**src/rtl/lms_seq_if.sv**
```systemverilog
// lms_seq_if -- port bundle for the LMS filter sequencer.
//
// Purpose: groups the frame-start pulse, mode inputs and the datapath
// control strobes/status of lms_seq_ctrl into one interface.
//
// Handshake: head_flag is a one-cycle pulse with no backpressure. The
// sequencer accepts it only in IDLE or DONE. In any other state the frame is
// dropped and overrun/ovr_cnt record the loss. dout_valid is a one-cycle
// pulse with no ready.
//
// Ports (seen from the slave / sequencer side):
//   in  head_flag, adapt_en, ovr_clr
//   out shift_en, mac_clr, mac_en, err_latch, wupd_en, tap_idx[IW-1:0],
//       dout_valid, busy, overrun, ovr_cnt[7:0], state_dbg[2:0]
interface lms_seq_if #(
    parameter int IW = 5
);
    logic          head_flag;
    logic          adapt_en;
    logic          ovr_clr;
    logic          shift_en;
    logic          mac_clr;
    logic          mac_en;
    logic          err_latch;
    logic          wupd_en;
    logic [IW-1:0] tap_idx;
    logic          dout_valid;
    logic          busy;
    logic          overrun;
    logic [7:0]    ovr_cnt;
    logic [2:0]    state_dbg;

    modport master (
        output head_flag, adapt_en, ovr_clr,
        input  shift_en, mac_clr, mac_en, err_latch, wupd_en, tap_idx,
               dout_valid, busy, overrun, ovr_cnt, state_dbg
    );

    modport slave (
        input  head_flag, adapt_en, ovr_clr,
        output shift_en, mac_clr, mac_en, err_latch, wupd_en, tap_idx,
               dout_valid, busy, overrun, ovr_cnt, state_dbg
    );
endinterface

```
**src/rtl/lms_seq_ctrl.sv**
```systemverilog
// lms_seq_ctrl -- control sequencer for a TAPS-order LMS adaptive filter.
//
// Purpose: for each accepted frame, the sequencer runs the following phases:
//   SHIFT: the delay line is shifted.
//   MAC:   TAPS multiply-accumulate cycles run.
//   ERR:   the error is latched.
//   UPD:   TAPS optional weight-update cycles run.
//   DONE:  a one-cycle dout_valid pulse is issued.
// Frames arriving while busy (except in DONE) are dropped and recorded.
//
// Ports:
//   clk  - single clock, rising edge
//   rst  - synchronous, active-high reset
//   bus  - lms_seq_if.slave (head_flag/adapt_en/ovr_clr in; strobes,
//          tap_idx, dout_valid, busy, overrun, ovr_cnt, state_dbg out)
//
// Parameters: TAPS (filter order), IW (tap_idx width). TAPS <= 2**IW.
//
// Configuration macro: LMS_SEQ_OVR_CNT_EN
//   defined   - ovr_cnt counts dropped frames, saturating at 255.
//   undefined - ovr_cnt is constant 0 and no counter register exists.
module lms_seq_ctrl #(
    parameter int TAPS = 32,
    parameter int IW   = 5
) (
    input  logic      clk,
    input  logic      rst,
    lms_seq_if.slave  bus
);

    if (TAPS < 1 || TAPS > (2 ** IW)) begin : g_bad_taps
        $error("lms_seq_ctrl: TAPS must be in 1..2**IW");
    end

    localparam logic [IW-1:0] TAP_LAST = IW'(TAPS - 1);

    typedef enum logic [2:0] {
        S_IDLE  = 3'd0,
        S_SHIFT = 3'd1,
        S_MAC   = 3'd2,
        S_ERR   = 3'd3,
        S_UPD   = 3'd4,
        S_DONE  = 3'd5
    } state_t;

    state_t        state_q, state_d;
    logic [IW-1:0] tap_q, tap_d;
    logic          overrun_q, overrun_d;
    logic          drop;

    // State register
    always_ff @(posedge clk) begin
        if (rst) begin
            state_q   <= S_IDLE;
            tap_q     <= '0;
            overrun_q <= 1'b0;
        end else begin
            state_q   <= state_d;
            tap_q     <= tap_d;
            overrun_q <= overrun_d;
        end
    end

    // Next state. tap_d defaults to 0 so the counter sits at 0 in every state
    // other than MAC/UPD. It returns to 0 on the exit of those states and so
    // never reaches TAPS.
    always_comb begin
        state_d = state_q;
        tap_d   = '0;
        unique case (state_q)
            S_IDLE: begin
                if (bus.head_flag) state_d = S_SHIFT;
            end
            S_SHIFT: begin
                state_d = S_MAC;
            end
            S_MAC: begin
                if (tap_q == TAP_LAST) state_d = S_ERR;
                else                   tap_d   = tap_q + IW'(1);
            end
            S_ERR: begin
                // adapt_en matters only here; the frame's mode is fixed now.
                state_d = bus.adapt_en ? S_UPD : S_DONE;
            end
            S_UPD: begin
                if (tap_q == TAP_LAST) state_d = S_DONE;
                else                   tap_d   = tap_q + IW'(1);
            end
            S_DONE: begin
                // Back-to-back frame: a head_flag in DONE is accepted.
                state_d = bus.head_flag ? S_SHIFT : S_IDLE;
            end
            default: begin
                state_d = S_IDLE;
            end
        endcase
    end

    // A frame is dropped when it arrives while the pipeline is mid-frame.
    // A drop beats ovr_clr in the same cycle.
    always_comb begin
        drop = bus.head_flag &&
               (state_q == S_SHIFT || state_q == S_MAC ||
                state_q == S_ERR   || state_q == S_UPD);
        overrun_d = overrun_q;
        if (drop)             overrun_d = 1'b1;
        else if (bus.ovr_clr) overrun_d = 1'b0;
    end

`ifdef LMS_SEQ_OVR_CNT_EN
    logic [7:0] cnt_q;

    // A drop together with ovr_clr restarts the count at 1.
    always_ff @(posedge clk) begin
        if (rst) begin
            cnt_q <= 8'd0;
        end else if (drop) begin
            if (bus.ovr_clr)         cnt_q <= 8'd1;
            else if (cnt_q != 8'hFF) cnt_q <= cnt_q + 8'd1;
        end else if (bus.ovr_clr) begin
            cnt_q <= 8'd0;
        end
    end

    assign bus.ovr_cnt = cnt_q;
`else
    assign bus.ovr_cnt = 8'd0;
`endif

    // Outputs are decoded from registered state only (no head_flag path).
    assign bus.shift_en   = (state_q == S_SHIFT);
    assign bus.mac_en     = (state_q == S_MAC);
    assign bus.mac_clr    = (state_q == S_MAC) && (tap_q == '0);
    assign bus.err_latch  = (state_q == S_ERR);
    assign bus.wupd_en    = (state_q == S_UPD);
    assign bus.dout_valid = (state_q == S_DONE);
    assign bus.busy       = (state_q != S_IDLE);
    assign bus.tap_idx    = tap_q;
    assign bus.overrun    = overrun_q;
    assign bus.state_dbg  = state_q;

endmodule

```
**src/flat_wrapper.sv**
```systemverilog
// flat-port wrapper written by rule: the top's interface ports become plain ports
module lms_seq_ctrl_flat 
#(
    parameter int TAPS = 32,
    parameter int IW   = 5
)
  (clk, rst, bus_head_flag, bus_adapt_en, bus_ovr_clr, bus_shift_en, bus_mac_clr, bus_mac_en, bus_err_latch, bus_wupd_en, bus_tap_idx, bus_dout_valid, bus_busy, bus_overrun, bus_ovr_cnt, bus_state_dbg);
  lms_seq_if #(.IW(IW)) bus_i ();
  input  logic clk;
  input  logic rst;
  input wire logic [$bits(bus_i.head_flag)-1:0] bus_head_flag;
  input wire logic [$bits(bus_i.adapt_en)-1:0] bus_adapt_en;
  input wire logic [$bits(bus_i.ovr_clr)-1:0] bus_ovr_clr;
  output wire logic [$bits(bus_i.shift_en)-1:0] bus_shift_en;
  output wire logic [$bits(bus_i.mac_clr)-1:0] bus_mac_clr;
  output wire logic [$bits(bus_i.mac_en)-1:0] bus_mac_en;
  output wire logic [$bits(bus_i.err_latch)-1:0] bus_err_latch;
  output wire logic [$bits(bus_i.wupd_en)-1:0] bus_wupd_en;
  output wire logic [$bits(bus_i.tap_idx)-1:0] bus_tap_idx;
  output wire logic [$bits(bus_i.dout_valid)-1:0] bus_dout_valid;
  output wire logic [$bits(bus_i.busy)-1:0] bus_busy;
  output wire logic [$bits(bus_i.overrun)-1:0] bus_overrun;
  output wire logic [$bits(bus_i.ovr_cnt)-1:0] bus_ovr_cnt;
  output wire logic [$bits(bus_i.state_dbg)-1:0] bus_state_dbg;
  assign bus_i.head_flag = bus_head_flag;
  assign bus_i.adapt_en = bus_adapt_en;
  assign bus_i.ovr_clr = bus_ovr_clr;
  assign bus_shift_en = bus_i.shift_en;
  assign bus_mac_clr = bus_i.mac_clr;
  assign bus_mac_en = bus_i.mac_en;
  assign bus_err_latch = bus_i.err_latch;
  assign bus_wupd_en = bus_i.wupd_en;
  assign bus_tap_idx = bus_i.tap_idx;
  assign bus_dout_valid = bus_i.dout_valid;
  assign bus_busy = bus_i.busy;
  assign bus_overrun = bus_i.overrun;
  assign bus_ovr_cnt = bus_i.ovr_cnt;
  assign bus_state_dbg = bus_i.state_dbg;
  lms_seq_ctrl #(.TAPS(TAPS), .IW(IW)) u_core (.clk(clk), .rst(rst), .bus(bus_i));
endmodule
```
**config.mk**
```make
export PLATFORM = sky130hd
export DESIGN_NAME = lms_seq_ctrl_flat
export DESIGN_NICKNAME = d
export VERILOG_FILES = /design/src/rtl/lms_seq_if.sv /design/src/rtl/lms_seq_ctrl.sv /design/src/flat_wrapper.sv
export SDC_FILE = /design/constraint.sdc
export NUM_CORES = 1
export LEC_CHECK = 0
export CORE_MARGIN = 2
export CORE_UTILIZATION = 37
export DETAILED_ROUTE_END_ITERATION = 12
export GPL_ROUTABILITY_DRIVEN = 0
export PLACE_DENSITY = 0.72
export SYNTH_ARGS = -nofsm -noshare
export SYNTH_HDL_FRONTEND = slang
export SYNTH_SLANG_ARGS = --single-unit
export TNS_END_PERCENT = 50
```
**constraint.sdc**
```tcl
create_clock -name clk -period 2 [get_ports clk]
set_input_delay 0.4 -clock clk [delete_from_list [all_inputs] [get_ports clk]]
set_output_delay 0.4 -clock clk [all_outputs]
set_load 0.02 [all_outputs]
```
==> summary.md <==
| Metric | Value |
|---|---|
| Share of synthesized area spent on multiplexers | 0% |
| Synthesis-to-finish area growth | 38.9% |
| Crit path capture | bus_state_dbg[1] |
| Sink Count | 9 |
| Most area-hungry cell type in the Yosys netlist | sky130_fd_sc_hd__dfxtp_1 |
| Largest net degree at the start of global routing | 12 |
| Post-DR vias/cell | 4.60 |
| Smallest hold slack | 0.477 ns |
| Dominant combinational cell family by area after synthesis | simple AND/OR/NAND/NOR gates |
| Global route total overflow | 0 |
| Startpoint of the worst register-to-register path | u_core.bus.tap_idx[0] |
| Sw frac | 34.1% |
| Cell row count | 13 |
| Area inside the core boundary | 1350 um2 |
| Root Buffer | sky130_fd_sc_hd__clkbuf_4 |
| Most frequent cells in the layout | sky130_fd_sc_hd__clkdlybuf4s50_1, sky130_fd_sc_hd__nor2_1, sky130_fd_sc_hd__conb_1 |
| Power per standard cell area | 737 nW/um2 |
| Starting density of the core | between 40% and 50% |
| Source of the critical timing path | u_core.bus.state_dbg[1] |
| Number of distinct standard cells referenced by the synthesized netlist | 27 |
| Share of final-layout standard cells stronger than drive strength 1 | 16.9% |
| Highest clock rate | between 0.5 and 0.6 GHz |
| Power share of the sequential group | 38.3% |
| Leading cell type in the layout, fill and taps excluded | sky130_fd_sc_hd__clkdlybuf4s50_1 |
| Detailed-route via count | 478 |
| Area of the die | about 1800 um2 |
| Endpoint class of the critical path | primary output |
| Setup TNS after final layout | 0 ns |
| Synthesized-area fraction occupied by ao, oa, aoi and oai cells | under 10% |
| Share of the synthesized area in the top cell type | 32.6% |
| Final setup skew | 0.00319 ns |
| Depth of the worst register-to-register path | 6 |
| Hold violation total from the final report | 0 |
| Storage cell area | between 150 and 200 um2 |
| Final period demand of the worst path | between 1.5 and 2 ns |
| Horizontal extent of the die | between 40 and 50 um |
| Top cells by area in the synthesized netlist | sky130_fd_sc_hd__dfxtp_1, sky130_fd_sc_hd__buf_4, sky130_fd_sc_hd__ha_1 |
| Worst VDD drop | 0.000446 V |
| Area of the multi-input gates | 297 um2 |
| Number of remaining DRC errors | 0 |
| Internal Dissipation | around 0.00037 W |
| CP delay by family, top | buffers and inverters |
| Number of synthesis warnings | 0 |
| 1st-pass router iterations | 4 |
| Share of the core filled with cells | 56.9% |
| Simple logic cell fraction of the synthesized area | 27.8% |
| I/O pins | 29 |
| Worst Path Required | about 1.6 ns |
| Worst-case setup slack after placement | 0.123 ns |
| Antenna violations before repair | 0 |
| Final critical-path share of the clock period | ~90% |
| XOR/XNOR share of the synthesized area | 3.17% |
| End of the worst register-to-register path | u_core.bus.state_dbg[0] |
| Antenna diodes | 0 |
| FF+latch count, synth | 9 |
| Vias in the first global route | 425 |
| Maximum net fanout on the critical path | 7 |
| Setup repair after global routing missed its margin | false |
| Cell count along the critical path | 2 |
| Clock-pin slew on the worst setup and hold paths | around 0.060 ns |
| Delay contributed by the slowest stage of the critical path | 0.60 ns |
| Post-synthesis sequential area ratio | about a third |
| Arrival time of the worst setup path | 1.45 ns |
| Fin worst setup slack | between 0.1 and 0.15 ns |
| Number of buffers inserted during clock tree synthesis | 3 |
| Cell area after synthesis | 553 um2 |
| Number of placed cells counting well taps | 100 |
| Count of buffers inserted at the top-level ports | 20 |
| Reported leakage power | between 0.3 and 0.4 nW |
| Portion of total power attributed to the clock network | 24.2% |
| Worst hold-check path type | flip-flop to flip-flop |
| Violation count after the first detailed-routing iteration | 7 |
| Filler cell count in the final layout | between 100 and 150 |
| Sw Pwr | 0.000193 W |
| CTS HTree Levels | 1 |
| Max-cap violation count | 0 |
| Adder-cell area share of the yosys netlist | 8.82% |
| Crit-path slowest cell | sky130_fd_sc_hd__clkdlybuf4s50_1 |
| Setup CP Type | flip-flop to primary output |
| Worst-case clock buffer depth | 2 |
| Logic gate share of total power | 37.5% |
| Final number of max-transition violations | 0 |
| Post-layout nets | slightly below 100 |
| DIE HEIGHT | 42.7 um |
| Setup violators final | 0 |
| Post-CTS setup buffer count | 0 |
| Count of placed standard cells in the final layout, fillers left out | 104 |
| WL per Instance | around 11 um |
| Hold-fix buffers at CTS | 0 |
| Post-detail-place hpwl | 877 um |
| Gates resized, CTS repair | 8 |
| Detailed Route WL | 1130 um |
| Clock insertion delay at the later pin of the skew report | between 0.2 and 0.3 ns |
| Critical path buffer and inverter count | 2 |
| CTS tree | built |
| Mean post-synth cell area | ~8.5 um2 |
| Result of the run | complete, no violations |
| First-pass GRT wire length | 1840 um |
| Antenna-violating nets left | 0 |
| Total track usage | 13.8% |
| Gate count of the mapped netlist | 65 |
| Cell breakdown of the critical path | buf_4, clkdlybuf4s50_1 |
| Reg2reg setup slack | 0.46 ns |
| Element type at the critical path start | flip-flop |
## power groups by stage
| stage | clock network (W) | registers (W) | logic [W] |
|---|---|---|---|
| detailed placement | 0 | 0.000220 | 0.000224 |
| CTS | 0.000144 | 0.000217 | 0.000216 |
| global route | 0.000153 | 0.000221 | 0.000231 |
| floorplan | 0 | 0.000222 | 0.000137 |
| finish | 0.000137 | 0.000217 | 0.000212 |
| global placement | 0 | 0.000218 | 0.000221 |
## how the worst min path moves through the flow
stage                                  start                  to  slack, ns  cells past startpoint
after floorplan                          rst  u_core.bus.overrun       0.47                      1
final                     u_core.bus.overrun  u_core.bus.overrun       0.48                      2
after detailed placement  u_core.bus.overrun  u_core.bus.overrun       0.47                      2
after CTS                 u_core.bus.overrun  u_core.bus.overrun       0.48                      2
after global routing      u_core.bus.overrun  u_core.bus.overrun       0.50                      2
after global placement    u_core.bus.overrun  u_core.bus.overrun       0.46                      2
## kinds of logic (layout without fill, tap and decap cells)
| family | Yosys count | in the layout |
|---|---|---|
| AOI/OAI and AO/OA | 8 | 8 |
| buffers and inverters | 16 | 33 |
| other | 1 | 8 |
| xor gates and xnor gates | 2 | 2 |
| and+or+nand+nor | 25 | 25 |
| adders and majority gates | 4 | 4 |
| DFF | 9 | 9 |
## cells in the mapped netlist
cell                       instances
sky130_fd_sc_hd__a211oi_1          1
sky130_fd_sc_hd__a21oi_1           3
sky130_fd_sc_hd__and2_1            1
sky130_fd_sc_hd__and3_1            1
sky130_fd_sc_hd__and4b_1           1
sky130_fd_sc_hd__buf_2             1
sky130_fd_sc_hd__buf_4             9
sky130_fd_sc_hd__buf_6             1
sky130_fd_sc_hd__conb_1            1
sky130_fd_sc_hd__dfxtp_1           9
sky130_fd_sc_hd__ha_1              3
sky130_fd_sc_hd__inv_1             5
sky130_fd_sc_hd__maj3_2            1
sky130_fd_sc_hd__nand2b_1          1
sky130_fd_sc_hd__nand3_1           2
sky130_fd_sc_hd__nor2_1           10
sky130_fd_sc_hd__nor2b_1           2
sky130_fd_sc_hd__nor2b_2           1
sky130_fd_sc_hd__nor3_1            1
sky130_fd_sc_hd__nor3b_1           2
sky130_fd_sc_hd__nor3b_2           2
sky130_fd_sc_hd__o21ai_0           2
sky130_fd_sc_hd__o21ai_1           1
sky130_fd_sc_hd__o21ai_2           1
sky130_fd_sc_hd__or3_4             1
sky130_fd_sc_hd__xnor2_1           1
sky130_fd_sc_hd__xor2_1            1
## flip-flops by register name, summed over array words and instances, names as in the netlist
register,count
u_core.bus.tap_idx,5
u_core.bus.state_dbg,3
u_core.bus.overrun,1
## metrics by stage
step / instance area [um2] / power [W]
6_report: 768 / 0.000566
5_1_grt: 768 / 0.000606
4_1_cts: 766 / 0.000577
3_5_place_dp: 744 / 0.000444
3_3_place_gp: 744 / 0.000440
2_1_floorplan: 579 / 0.000359
## layout make-up
class / instances / share of cell area [%]
Inverter: 5 / 2.44
Clock buffer: 4 / 3.42
Tap cell: 15 / 2.44
Timing Repair Buffer: 24 / 29.3
Sequential cell: 9 / 23.8
Multi-Input combinational cell: 47 / 38.6
## metal layers
metal	part of all wire (%)	vias to the layer above	routed length, um	track usage [%]
met5	0	-	0	0
met4	1.4	0	16	7.50
met3	9.4	2	106	5.11
met2	47	24	536	21.2
met1	42	207	474	16.4
li1	-	245	-	-
## worst register-to-register path: stages (launching register included)
cell and delay, ns:
sky130_fd_sc_hd__dfxtp_1 0.40, sky130_fd_sc_hd__ha_1 0.20, sky130_fd_sc_hd__and3_1 0.15, sky130_fd_sc_hd__ha_1 0.17, sky130_fd_sc_hd__nor2_1 0.05, sky130_fd_sc_hd__maj3_2 0.30
sky130_fd_sc_hd__a211oi_1 0.19
Note: power is estimated with default switching activity, not from simulation.
